==> src/rtl/mm_tile_sequencer.sv <==
// mm_tile_sequencer: steps the matrix-multiply core over an N x K tiled job,
// producing per-run buffer offsets, start pulses and a per-run watchdog.
module mm_tile_sequencer #(
  parameter int W_AW    = 8,
  parameter int I_AW    = 8,
  parameter int O_AW    = 8,
  parameter int CNT_W   = 4,
  parameter int TIMEOUT = 1024
) (
  input  logic             clk_i,
  input  logic             rst_sync_i,
  input  logic             go_i,
  input  logic             abort_i,
  input  logic [CNT_W-1:0] k_tiles_i,
  input  logic [CNT_W-1:0] n_tiles_i,
  input  logic [W_AW-1:0]  w_base_i,
  input  logic [W_AW-1:0]  w_step_i,
  input  logic [I_AW-1:0]  i_base_i,
  input  logic [I_AW-1:0]  i_step_i,
  input  logic [O_AW-1:0]  o_base_i,
  input  logic [O_AW-1:0]  o_step_i,
  input  logic             core_done_i,
  output logic             start_o,
  output logic [W_AW-1:0]  w_offset_o,
  output logic [I_AW-1:0]  i_offset_o,
  output logic [O_AW-1:0]  o_offset_o,
  output logic [O_AW-1:0]  psum_offset_o,
  output logic             accum_en_o,
  output logic             busy_o,
  output logic             done_o,
  output logic             error_o
);

  localparam int WD_W    = (TIMEOUT > 1) ? $clog2(TIMEOUT) : 1;
  localparam int WD_LAST = (TIMEOUT > 0) ? TIMEOUT - 1 : 0;

  typedef enum logic [2:0] {ST_IDLE, ST_SETUP, ST_START, ST_WAIT, ST_DONE} state_t;

  state_t           state, state_next;
  logic [CNT_W-1:0] k_tiles_q, n_tiles_q, k_idx, n_idx;
  logic [W_AW-1:0]  w_step_q, w_off;
  logic [I_AW-1:0]  i_base_q, i_step_q, i_off;
  logic [O_AW-1:0]  o_step_q, o_off;
  logic             accum_en, error_q;
  logic [WD_W-1:0]  wd_cnt;
  logic             capture, advance, wd_expire;
  logic             last_k, last_n, wd_hit;

  // Counts are nonzero whenever a run is in flight, so count-1 never underflows.
  assign last_k = (k_idx == k_tiles_q - CNT_W'(1));
  assign last_n = (n_idx == n_tiles_q - CNT_W'(1));
  assign wd_hit = (TIMEOUT != 0) && (wd_cnt == WD_W'(WD_LAST));

  always_ff @(posedge clk_i) begin
    if (rst_sync_i) state <= ST_IDLE;
    else            state <= state_next;
  end

  always_comb begin
    state_next = state;
    capture    = 1'b0;
    advance    = 1'b0;
    wd_expire  = 1'b0;
    case (state)
      ST_IDLE: begin
        if (go_i) begin
          capture    = 1'b1;
          state_next = (k_tiles_i == '0 || n_tiles_i == '0) ? ST_DONE : ST_SETUP;
        end
      end
      ST_SETUP: state_next = ST_START;
      ST_START: state_next = ST_WAIT;
      ST_WAIT: begin
        if (core_done_i) begin
          advance    = 1'b1;
          state_next = (last_k && last_n) ? ST_DONE : ST_SETUP;
        end else if (wd_hit) begin
          wd_expire  = 1'b1;
          state_next = ST_IDLE;
        end
      end
      ST_DONE: state_next = ST_IDLE;
      default: state_next = ST_IDLE;
    endcase
    // Abort outranks both core completion and the watchdog.
    if (abort_i && state != ST_IDLE) begin
      state_next = ST_IDLE;
      advance    = 1'b0;
      wd_expire  = 1'b0;
    end
    start_o = (state == ST_START) && !abort_i;
    done_o  = (state == ST_DONE) && !abort_i;
    busy_o  = (state != ST_IDLE);
  end

  always_ff @(posedge clk_i) begin
    if (rst_sync_i) begin
      k_tiles_q <= '0;
      n_tiles_q <= '0;
      w_step_q  <= '0;
      i_base_q  <= '0;
      i_step_q  <= '0;
      o_step_q  <= '0;
      k_idx     <= '0;
      n_idx     <= '0;
      w_off     <= '0;
      i_off     <= '0;
      o_off     <= '0;
      accum_en  <= 1'b0;
      error_q   <= 1'b0;
      wd_cnt    <= '0;
    end else begin
      if (capture) begin
        k_tiles_q <= k_tiles_i;
        n_tiles_q <= n_tiles_i;
        w_step_q  <= w_step_i;
        i_base_q  <= i_base_i;
        i_step_q  <= i_step_i;
        o_step_q  <= o_step_i;
        k_idx     <= '0;
        n_idx     <= '0;
        w_off     <= w_base_i;
        i_off     <= i_base_i;
        o_off     <= o_base_i;
        accum_en  <= 1'b0;
        error_q   <= 1'b0;
      end
      // On the final run only the weight offset moves; k/n stay put.
      if (advance) begin
        w_off <= w_off + w_step_q;
        if (!last_k) begin
          k_idx    <= k_idx + CNT_W'(1);
          i_off    <= i_off + i_step_q;
          accum_en <= 1'b1;
        end else if (!last_n) begin
          k_idx    <= '0;
          n_idx    <= n_idx + CNT_W'(1);
          i_off    <= i_base_q;
          o_off    <= o_off + o_step_q;
          accum_en <= 1'b0;
        end
      end
      if (wd_expire) error_q <= 1'b1;
      if (state == ST_START)                    wd_cnt <= '0;
      else if (state == ST_WAIT && TIMEOUT != 0) wd_cnt <= wd_cnt + WD_W'(1);
    end
  end

  assign w_offset_o    = w_off;
  assign i_offset_o    = i_off;
  assign o_offset_o    = o_off;
  assign psum_offset_o = o_off;
  assign accum_en_o    = accum_en;
  assign error_o       = error_q;

endmodule
==> config.mk <==
export PLATFORM = sky130hd
export DESIGN_NAME = mm_tile_sequencer
export DESIGN_NICKNAME = d
export VERILOG_FILES = /design/src/rtl/mm_tile_sequencer.sv
export SDC_FILE = /design/constraint.sdc
export NUM_CORES = 1
export LEC_CHECK = 0
export ABC_AREA = 1
export ABC_CLOCK_PERIOD_IN_PS = 3300
export CAP_MARGIN = 20
export CORE_UTILIZATION = 46
export CTS_CLUSTER_SIZE = 14
export DETAILED_ROUTE_END_ITERATION = 6
export PLACE_DENSITY = 0.68
export SETUP_SLACK_MARGIN = 0.02
export SYNTH_ARGS = -nofsm -noshare
export SYNTH_HDL_FRONTEND = slang
export SYNTH_SLANG_ARGS = --single-unit
==> constraint.sdc <==
create_clock -name clk_i -period 3.3 [get_ports clk_i]
set_input_delay 0.33 -clock clk_i [delete_from_list [all_inputs] [get_ports clk_i]]
set_output_delay 0.33 -clock clk_i [all_outputs]
set_load 0.02 [all_outputs]
==> reports/metrics.cfg <==
[finish]
n_fill_cell=1015
multiInputGateArea_um2=2865
fin_util_pct=58.57
final_nets=915
final_cell_count_no_fill=970
antenna_cells=0
layout.area.seq_um2=1742
drive_above_1_share_pct=6.386
syn2layout_area_growth_pct=24.31

[power_and_ir_drop]
p_sw_share_pct=40.30
power_frac_seq_pct=35.5
power.leakage_nw=2.841
power.density_nw_per_um2=623.0
p_comb_share_pct=43.1
p_sw_mw=1.587
p_int_mw=2.351
irDropWorstVdd_uv=830.2
clockPowerShare_pct=21.4

[critical_path]
crit_arrival_ns=1.93
end_kind=output port
start_kind=register
path_cells=nor2_4, inv_1, nor2_1, inv_1, nor2_1, clkdlybuf4s50_1
path_class=register to output port
worst-path-max-fanout=4
cp_data_required_time_ns=2.97
slowest_delay_ns=0.61
slowest_stage=clkdlybuf4s50_1

[logic_synthesis]
synth_seq_area_share_pct=34.25
ys_seq_elements=87
synth_xor_area_share_pct=2.928
yosys_warnings=0
synth_fa_ha_area_share_pct=7.579
yosys.area_share.simple_pct=32.63
muxShareOfSynthArea_pct=0.3937
synth_compound_area_share_pct=12.82
synthesis.area_um2=5085
synth_cell_types=42
syn_inst=743
syn_avg_cell_area_um2=6.844
synth_top_family_by_area=simple AND/OR/NAND/NOR gates
synth_nets=833

[drt]
num_vias=4945
wl_met3_um=627
drc=0
drt-total-wl_um=12820
wl_met2_um=6042
drt_first_iter_violations=303
first_pass_iters=5
wl_per_cell_um=13.22
met1_length_um=5956
top_layer_used=met4
antenna_left=0
viasPerCell=5.098

[timing]
rsz0062_at_grt=false
post-route-period-util_pct=68.38
setup_viol=0
max_slew.worst_pin.slew_ns=0.7957
hold_violations=0
post-route-worst-setup-slack_ns=1.043
drv_slew=0
period_needed_ns=2.257
slew_headroom_pct=46.95
timing.fmax_mhz=443.1
skew_ns=0.006231
fin_setup_tns_ns=0

[floorplan]
io_pins=98
fp.dieW_um=107.1
row_count=38
die-area_um2=11480
coreArea_um2=10790
die_h_um=107.1
start_util_pct=47.11

[cts]
root_buffer=clkbuf_8
cts_num_sinks=87
cts_buffers=9
cts_hold_buffers=0
clockBufferDepth=2
ctsResizeCount=0
cts_tree=done
postCtsSetupBuffers=0
clk-insertion-delay-late_ns=0.38
clk_pin_slew_worst_paths_ns=0.09
cts_max_level=3

[grt]
first_global_vias=4618
grt_pass1_wl_um=21060
grt_use_total_pct=23.21
overflow=0
antenna_found_initial=0
grt_max_degree=81

[placed_design]
place_congestion=0.8867
hpwl_um=9243
dp_slack_ns=0.9746
dp.cells=954
port_buffers=97

[flow_run]
max_cap_violations=0

[min_path]
min-delay-path-class=register to register

[status]
status=completed

==> worst max-delay path, delay by kind of cell (launching register included) <==
family / cells / cell delay, ns
and+or+nand+nor: 3 / 0.40
buffers and inverters: 3 / 0.76
DFF: 1 / 0.38
==> state kept, by name (all words and copies together) (netlist names) <==
name / cells
wd_cnt: 10
i_step_q: 8
w_offset_o: 8
error_o: 1
i_base_q: 8
o_step_q: 8
w_step_q: 8
accum_en_o: 1
o_offset_o: 8
n_idx: 4
k_tiles_q: 4
i_offset_o: 8
k_idx: 4
state: 3
n_tiles_q: 4
==> stage by stage <==
stage          power (mW)  hold slack [ns]  cell area [um^2]
5_1_grt             4.227           0.4889              6321
2_1_floorplan       2.606           0.4393              5085
3_5_place_dp        3.102           0.4552              6093
3_3_place_gp        3.067           0.4510              6093
4_1_cts             3.954           0.4666              6321
6_report            3.938           0.4637              6321
==> placed cells by master, fill, tap and decap left out, drive strengths merged <==
master	Yosys	layout
o21bai	1	1
inv	84	84
nand3	57	57
a31o	1	1
nand2	233	233
a22o	1	1
o21a	3	3
mux2i	2	2
clkdlybuf4s50	0	97
bufinv	0	1
xnor2	7	7
or2	5	5
xor2	10	10
nand4	11	11
a221oi	1	1
nand3b	3	3
dfxtp	87	87
buf	21	3
a21o	1	1
a31oi	5	5
a211oi	1	1
nor2	54	54
clkinv	0	1
clkbuf	8	14
nor4	1	1
fa	3	3
o22ai	3	3
and2	1	1
a21oi	76	76
ha	26	26
o21ai	30	30
nor3	5	5
nor3b	2	2
==> path summary, 6_finish.rpt <==
kind	from	end	slack [ns]	cells after the start
setup / recovery	state[2]	start_o	1.04	6
hold / removal	i_base_q[5]	i_base_q[5]	0.46	2
setup reg to reg	n_tiles_q[0]	i_offset_o[4]	1.15	12
hold reg to reg	i_base_q[5]	i_base_q[5]	0.46	2
==> area by class of cell <==
| class | count | share of cell area [%] |
|---|---|---|
| Inverter | 84 | 5.028 |
| Tap cell | 140 | 2.771 |
| Multi-Input combinational cell | 543 | 45.33 |
| Clock buffer | 14 | 3.048 |
| Clock inverter | 2 | 0.5542 |
| Timing Repair Buffer | 100 | 15.72 |
| Sequential cell | 87 | 27.55 |
==> power by group through the flow <==
stage	combinational [mW]	sequential (mW)	clock (mW)
floorplan	1.15	1.46	0
global placement	1.65	1.42	0
detailed placement	1.68	1.42	0
CTS	1.69	1.40	0.864
global route	1.91	1.42	0.898
finish	1.70	1.40	0.845
==> cell usage after synthesis, drive strengths merged <==
cell type	number	share of area (%)
a31o	1	0.17
mux2i	2	0.39
o22ai	3	0.37
a221oi	1	0.17
a22o	1	0.17
and2	1	0.12
nand3	57	6.3
nor2	54	5.2
o21a	3	0.44
xor2	10	1.7
or2	5	0.62
o21ai	30	3.0
clkbuf	8	0.59
nor4	1	0.12
a21oi	76	7.5
nand2	233	18
nor3	5	0.49
o21bai	1	0.15
dfxtp	87	34
a21o	1	0.15
ha	26	6.4
nand4	11	1.4
buf	21	2.6
nand3b	3	0.44
a211oi	1	0.15
xnor2	7	1.2
inv	84	6.3
fa	3	1.2
a31oi	5	0.62
nor3b	2	0.30
==> layer usage <==
layer / up-vias / global-route usage, %
li1: 2553 / -
met1: 2256 / 29.50
met2: 119 / 38.80
met3: 17 / 4.985
met4: 0 / 7.926
met5: - / 0
==> kinds of logic after synthesis <==
| kind of cell | count (synthesis) |
|---|---|
| AO/OA/AOI/OAI | 123 |
| XOR/XNOR | 17 |
| adder cells (fa/ha/maj) | 29 |
| buffers and inverters | 113 |
| flip-flops | 87 |
| multiplexers | 2 |
| AND/OR/NAND/NOR | 372 |
Power figures use the tool's default switching activity.
==> patch 1, RTL diff (config.mk and constraints unchanged) <==
The parameter `TIMEOUT` goes from 1024 to 512.
--- a/src/rtl/mm_tile_sequencer.sv
+++ b/src/rtl/mm_tile_sequencer.sv
@@ -5,7 +5,7 @@
   parameter int I_AW    = 8,
   parameter int O_AW    = 8,
   parameter int CNT_W   = 4,
-  parameter int TIMEOUT = 1024
+  parameter int TIMEOUT = 512
 ) (
   input  logic             clk_i,
   input  logic             rst_sync_i,
Function: same outputs for any inputs over 10 cycles, from zero or initial values and one cycle with rst_sync_i high; that may be too few to reach the edited logic, so the function may still have changed.
==> patch 1 against the original RTL <==
  * Clock skew up 0.013 ns
  * Sequential share of layout area up 0.45 points
  * Cell area down 2.8%
  * Routed wire length down 2.5%
  * Power down 3.7%
  * Highest routed layer unchanged
  * Worst setup slack worse by 0.047 ns
  * Sequential cell count down 1
  * Synthesized area down 2.5%
  * Core utilization up 0.71 points
==> patch 1: results (changes against the original RTL) <==
Nets: 883 (-3.5%)
Yosys cell types: 41 (-2.4%)
TritonCTS Buffers: 9 (unchanged)
Vias: 4753 (-3.9%)
Async set-or-reset flop fraction in the synthesized netlist: 0 (unchanged)
Register area share after synthesis: 0.347 (+0.00460)
Placed wire-length estimate: 8840 um (-4.4%)
CP max-delay cell: nand3_2
Post-CTS Setup Bufs: 0 (unchanged)
CP arrival: 2.53 ns (+0.60 ns)
Total GRT Usage: 0.230 (-0.00226)
Final setup vio count: 0 (unchanged)
Port bufs: 97 (unchanged)
Initial antenna violation count: 0 (unchanged)
Largest net degree at the start of global routing: 78 (-3.7%)
Maximum VDD drop: 0.000620 V (-25%)
Syn. warnings: 0 (unchanged)
Number of gates resized after cts: 0 (unchanged)
Pleak: 2.70 nW (-4.8%)
Most used DFF post-synth: dfxtp_1
Dpl ws: 1.03 ns (+0.0561 ns)
# H-tree levels: 3 (unchanged)
Worst-Margin Slew: 0.803 ns (+0.00766 ns)
Clock Latency Late Sink: 0.35 ns (-0.03 ns)
Status: finished, final reports clean
Switching power total: 1.53 mW (-3.7%)
Post-synth top area share: 0.347 (+0.00460)
Syn Nets: 804 (-3.5%)
Worst-path maximum fanout: 20 (+16)
Main area contributors after synthesis: dfxtp_1 (35%), nand2_1 (16%), a21oi_1 (8.4%), ha_1 (6.8%), inv_1 (4.5%)
WL/cell: 13.4 um (+1.4%)
CP top delay family: simple AND/OR/NAND/NOR gates
Layout cells sized above 1: 0.0514 (-0.0124)
Vias in the first global route: 4530 (-1.9%)
First-pass DRT Iterations: 5 (unchanged)
Starting DRC count in detailed routing: 185 (-39%)
Hold WC Path Type: register to register
Yosys top cell by area: dfxtp_1
# diodes: 0 (unchanged)
Fin Clk Skew: 0.0190 ns (+0.0127 ns)
Post-synth top cells: nand2_1 (214), dfxtp_1 (86), a21oi_1 (83)
Filler cells: 994 (-2.1%)
Final GP Congestion: 0.840 (-5.2%)
Max reg flops: 9 (-1)
Crit-path max cell delay: 0.43 ns (-0.18 ns)
CTS Root Cell: clkbuf_8
Top reg by flops: wd_cnt
Placed Area: 0.00594 mm2 (-2.6%)
Clock Path Buffers: 2 (unchanged)
Clock slew at reported path FFs: 0.09 ns (about the same)
First-pass GRT wire length: 20800 um (-1.1%)
[patch 1: cell types whose count changed after synthesis, moves of 4 or more]
cell and change:
nor2_1 +8, nand2_1 -16, o21ai_0 +5, nand3_1 -15, nor2_2 -6, a21oi_1 +7
or2_2 -4, inv_1 -17
[patch 1: worst min-delay path, cell delays in order, from the launching register on]
cell and delay (ns):
dfxtp_1 0.32, nand2_1 0.06, a21oi_1 0.05
[patch 1: layout make-up]
type,count,share of cell area
multi-input cells,527,0.453
clock buffers,12,0.0252
flip-flops and latches,86,0.280
well taps,136,0.0277
inverters,67,0.0421
repair buffers,101,0.163
clock inverters,4,0.00896
[patch 1: metrics by stage]
step           power (mW)  instances  utilization
2_1_floorplan        2.54        713            -
3_3_place_gp         3.00        917        0.573
3_5_place_dp         3.02        917        0.573
4_1_cts              3.82        933        0.593
5_1_grt              4.08        933        0.593
6_report             3.79        933        0.593
[patch 1: power by group through the flow]
| stage | sequential, mW | combinational (mW) | clock, mW |
|---|---|---|---|
| after floorplan | 1.45 | 1.09 | 0 |
| after global placement | 1.41 | 1.59 | 0 |
| after detailed placement | 1.41 | 1.62 | 0 |
| after CTS | 1.39 | 1.63 | 0.800 |
| after global routing | 1.41 | 1.83 | 0.838 |
| final | 1.39 | 1.63 | 0.778 |
[patch 1: routing by layer]
metal | global-route usage | vias to the layer above | wire [um]
li1 | - | 2470 | -
met1 | 0.298 | 2166 | 5890
met2 | 0.401 | 108 | 5980
met3 | 0.0359 | 9 | 529
met4 | 0.0506 | 0 | 101
met5 | 0 | - | 0
[patch 1: cells by family (layout without fill, tap and decap cells)]
logic type                 after synthesis  count (layout)  synth area share
muxes                                    2               2           0.00404
adders and majority gates               30              30            0.0802
AOI/OAI and AO/OA                      133             133             0.142
and+or+nand+nor                        342             342             0.300
DFF                                     86              86             0.347
buffers and inverters                  100             184            0.0913
xor gates and xnor gates                20              20            0.0353
[patch 1: path summary, 6_finish.rpt]
kind                                                 from                        to  slack, ns  depth (start not counted)
worst max-delay path            k_tiles_q[0]$_SDFFE_PP0P_       n_idx[3]$_SDFF_PP0_        1.0                         11
worst min-delay path             i_base_q[3]$_SDFFE_PP0P_  i_base_q[3]$_SDFFE_PP0P_       0.47                          2
worst max register to register  k_tiles_q[0]$_SDFFE_PP0P_       n_idx[3]$_SDFF_PP0_        1.0                         11
worst min register to register   i_base_q[3]$_SDFFE_PP0P_  i_base_q[3]$_SDFFE_PP0P_       0.47                          2
==> patch 2, RTL diff (same flow settings) <==
Without the edit above. Make the reset (`rst_sync_i`) asynchronous in 2 clocked blocks.
--- a/src/rtl/mm_tile_sequencer.sv
+++ b/src/rtl/mm_tile_sequencer.sv
@@ -51,7 +51,7 @@
   assign last_n = (n_idx == n_tiles_q - CNT_W'(1));
   assign wd_hit = (TIMEOUT != 0) && (wd_cnt == WD_W'(WD_LAST));
 
-  always_ff @(posedge clk_i) begin
+  always_ff @(posedge clk_i or posedge rst_sync_i) begin
     if (rst_sync_i) state <= ST_IDLE;
     else            state <= state_next;
   end
@@ -93,7 +93,7 @@
     busy_o  = (state != ST_IDLE);
   end
 
-  always_ff @(posedge clk_i) begin
+  always_ff @(posedge clk_i or posedge rst_sync_i) begin
     if (rst_sync_i) begin
       k_tiles_q <= '0;
       n_tiles_q <= '0;
Behaviour: differs if rst_sync_i is asserted again (counterexample within 4 cycles, from zero or initial values and one cycle with rst_sync_i high); with rst_sync_i held inactive, the same outputs for 10 cycles.
==> patch 2 against the original RTL <==
  * Worst setup slack worse by 0.17 ns
  * Power up 59%
  * Synthesized area up 4.2%
  * Count of clock-buffer cells in the layout down 2
  * Global-route usage down 0.11 points
  * Cell area up 4.5%
  * Non-clock buffer count up 3
  * Critical path type unchanged
  * Sequential cell count unchanged
  * Routed wire length up 0.59%
==> patch 2: results (changes against the original RTL) <==
Status: finished, final reports clean
Post-synthesis xor/xnor area fraction: 0.0347 (+0.00543)
Slew HR: 0.511 (+0.0413)
Clock Power Share: 0.163 (-0.051)
First-pass GRT wire length: 21300 um (+1.3%)
CP arrival: 2.10 ns (+0.17 ns)
Total wire length: 12900 um (+0.59%)
Reg2Reg Setup Slack: 1.00 ns (-0.15 ns)
WL/cell: 13.8 um (+4.5%)
Register area share after synthesis: 0.411 (+0.0683)
Avg Vias per Cell: 5.11 (+0.18%)
Met3 routed WL: 612 um (-2.4%)
RR Startpoint: state[0]$_DFFE_PP0P_
Async set-or-reset flop fraction in the synthesized netlist: 1.00 (+1.00)
Worst flop-to-flop path endpoint: accum_en_o$_DFF_PP0_
Post-synthesis mux area share: 0.00189 (-0.00205)
Layout cells sized above 1: 0.0605 (-0.00340)
Met1 global-route usage: 0.315 (+0.0198)
Vias in the first global route: 4553 (-1.4%)
Nets: 879 (-3.9%)
Syn Inst Count: 705 (-5.1%)
Placed wire-length estimate: 9300 um (+0.64%)
Switching power total: 2.74 mW (+73%)
Yosys cell types: 40 (-4.8%)
CTS Root Cell: clkbuf_16
Clock slew at reported path FFs: 0.06 ns (-0.03 ns)
Placed Cells: 918 (-3.8%)
Grt met3 use: 0.0385 (-0.0113)
Part of the power in combinational logic: 0.542 (+0.111)
Final GP Congestion: 0.876 (-1.2%)
Main area contributors after synthesis: dfrtp_1 (41%), nand2_1 (18%), nand3_1 (6.7%), ha_1 (6.1%), inv_1 (4.7%)
Compound-Gate Fraction of Synth Area: 0.0701 (-0.0581)
Total GRT Usage: 0.231 (-0.00110)
Hold Slack: 0.390 ns (-0.0732 ns)
Starting DRC count in detailed routing: 252 (-17%)
Post-Synth Adder-Cell Area: 0.0727 (-0.00306)
First-pass DRT Iterations: 4 (-1)
Hold WC Path Type: input pin to asynchronous set/reset pin
DRC: 0 (unchanged)
Largest net degree at the start of global routing: 74 (-8.6%)
Fin Clk Skew: 0.00967 ns (+0.00344 ns)
Met2 Resource Use GR: 0.363 (-0.0246)
M1 WL: 6060 um (+1.7%)
Post-synth top cells: nand2_1 (260), dfrtp_1 (87), nand3_1 (71)
Max reg flops: 10 (unchanged)
Worst R2R Path Depth: 11 (-1)
Met2 WL: 5940 um (-1.7%)
Worst-path maximum fanout: 7 (+3)
Pleak: 3.35 nW (+18%)
Clock Latency Late Sink: 0.34 ns (-0.04 ns)
Syn Nets: 795 (-4.6%)
Maximum VDD drop: 0.000417 V (-50%)
patch 2: cell count changes after synthesis, moves of 5 or more:
cell | unedited run | this run
clkbuf_1 | 8 | 3
nand2_1 | 230 | 260
nand2_2 | 0 | 5
a21oi_1 | 76 | 12
inv_1 | 76 | 66
dfxtp_1 | 87 | 0
dfrtp_1 | 0 | 87
nand3_1 | 51 | 71
nor2_1 | 43 | 30
patch 2: worst max-delay path by stage:
| stage | end | slack (ns) | startpoint |
|---|---|---|---|
| after floorplan | accum_en_o$_DFF_PP0_ | 0.72 | rst_sync_i |
| after global placement | n_idx[3]$_DFF_PP0_ | 1.11 | k_tiles_q[0]$_DFFE_PP0P_ |
| after detailed placement | accum_en_o$_DFF_PP0_ | 1.03 | state[0]$_DFFE_PP0P_ |
| after CTS | start_o | 0.86 | state[2]$_DFFE_PP0P_ |
| after global routing | accum_en_o$_DFF_PP0_ | 0.72 | state[0]$_DFFE_PP0P_ |
| final | start_o | 0.87 | state[2]$_DFFE_PP0P_ |
patch 2: final cells by class:
| type | instances | area, um2 |
|---|---|---|
| well taps | 140 | 175 |
| clock inverters | 4 | 45.0 |
| flip-flops and latches | 87 | 2180 |
| inverters | 73 | 275 |
| repair buffers | 103 | 1030 |
| fillers | 1027 | 4430 |
| clock buffers | 12 | 246 |
| multi-input cells | 515 | 2660 |
patch 2: worst max-delay path: cells and delay by family (launching register included):
kind                   cells  cell delay, ns
buffers and inverters      2            0.83
DFF                        1            0.40
and+or+nand+nor            2            0.53
patch 2: stage by stage:
step | util | total power [mW] | area (um2)
floorplan | - | 4.27 | 5300
global route | 0.599 | 6.78 | 6600
global placement | 0.572 | 5.14 | 6310
CTS | 0.599 | 6.28 | 6600
finish | 0.599 | 6.26 | 6600
detailed placement | 0.572 | 5.22 | 6310
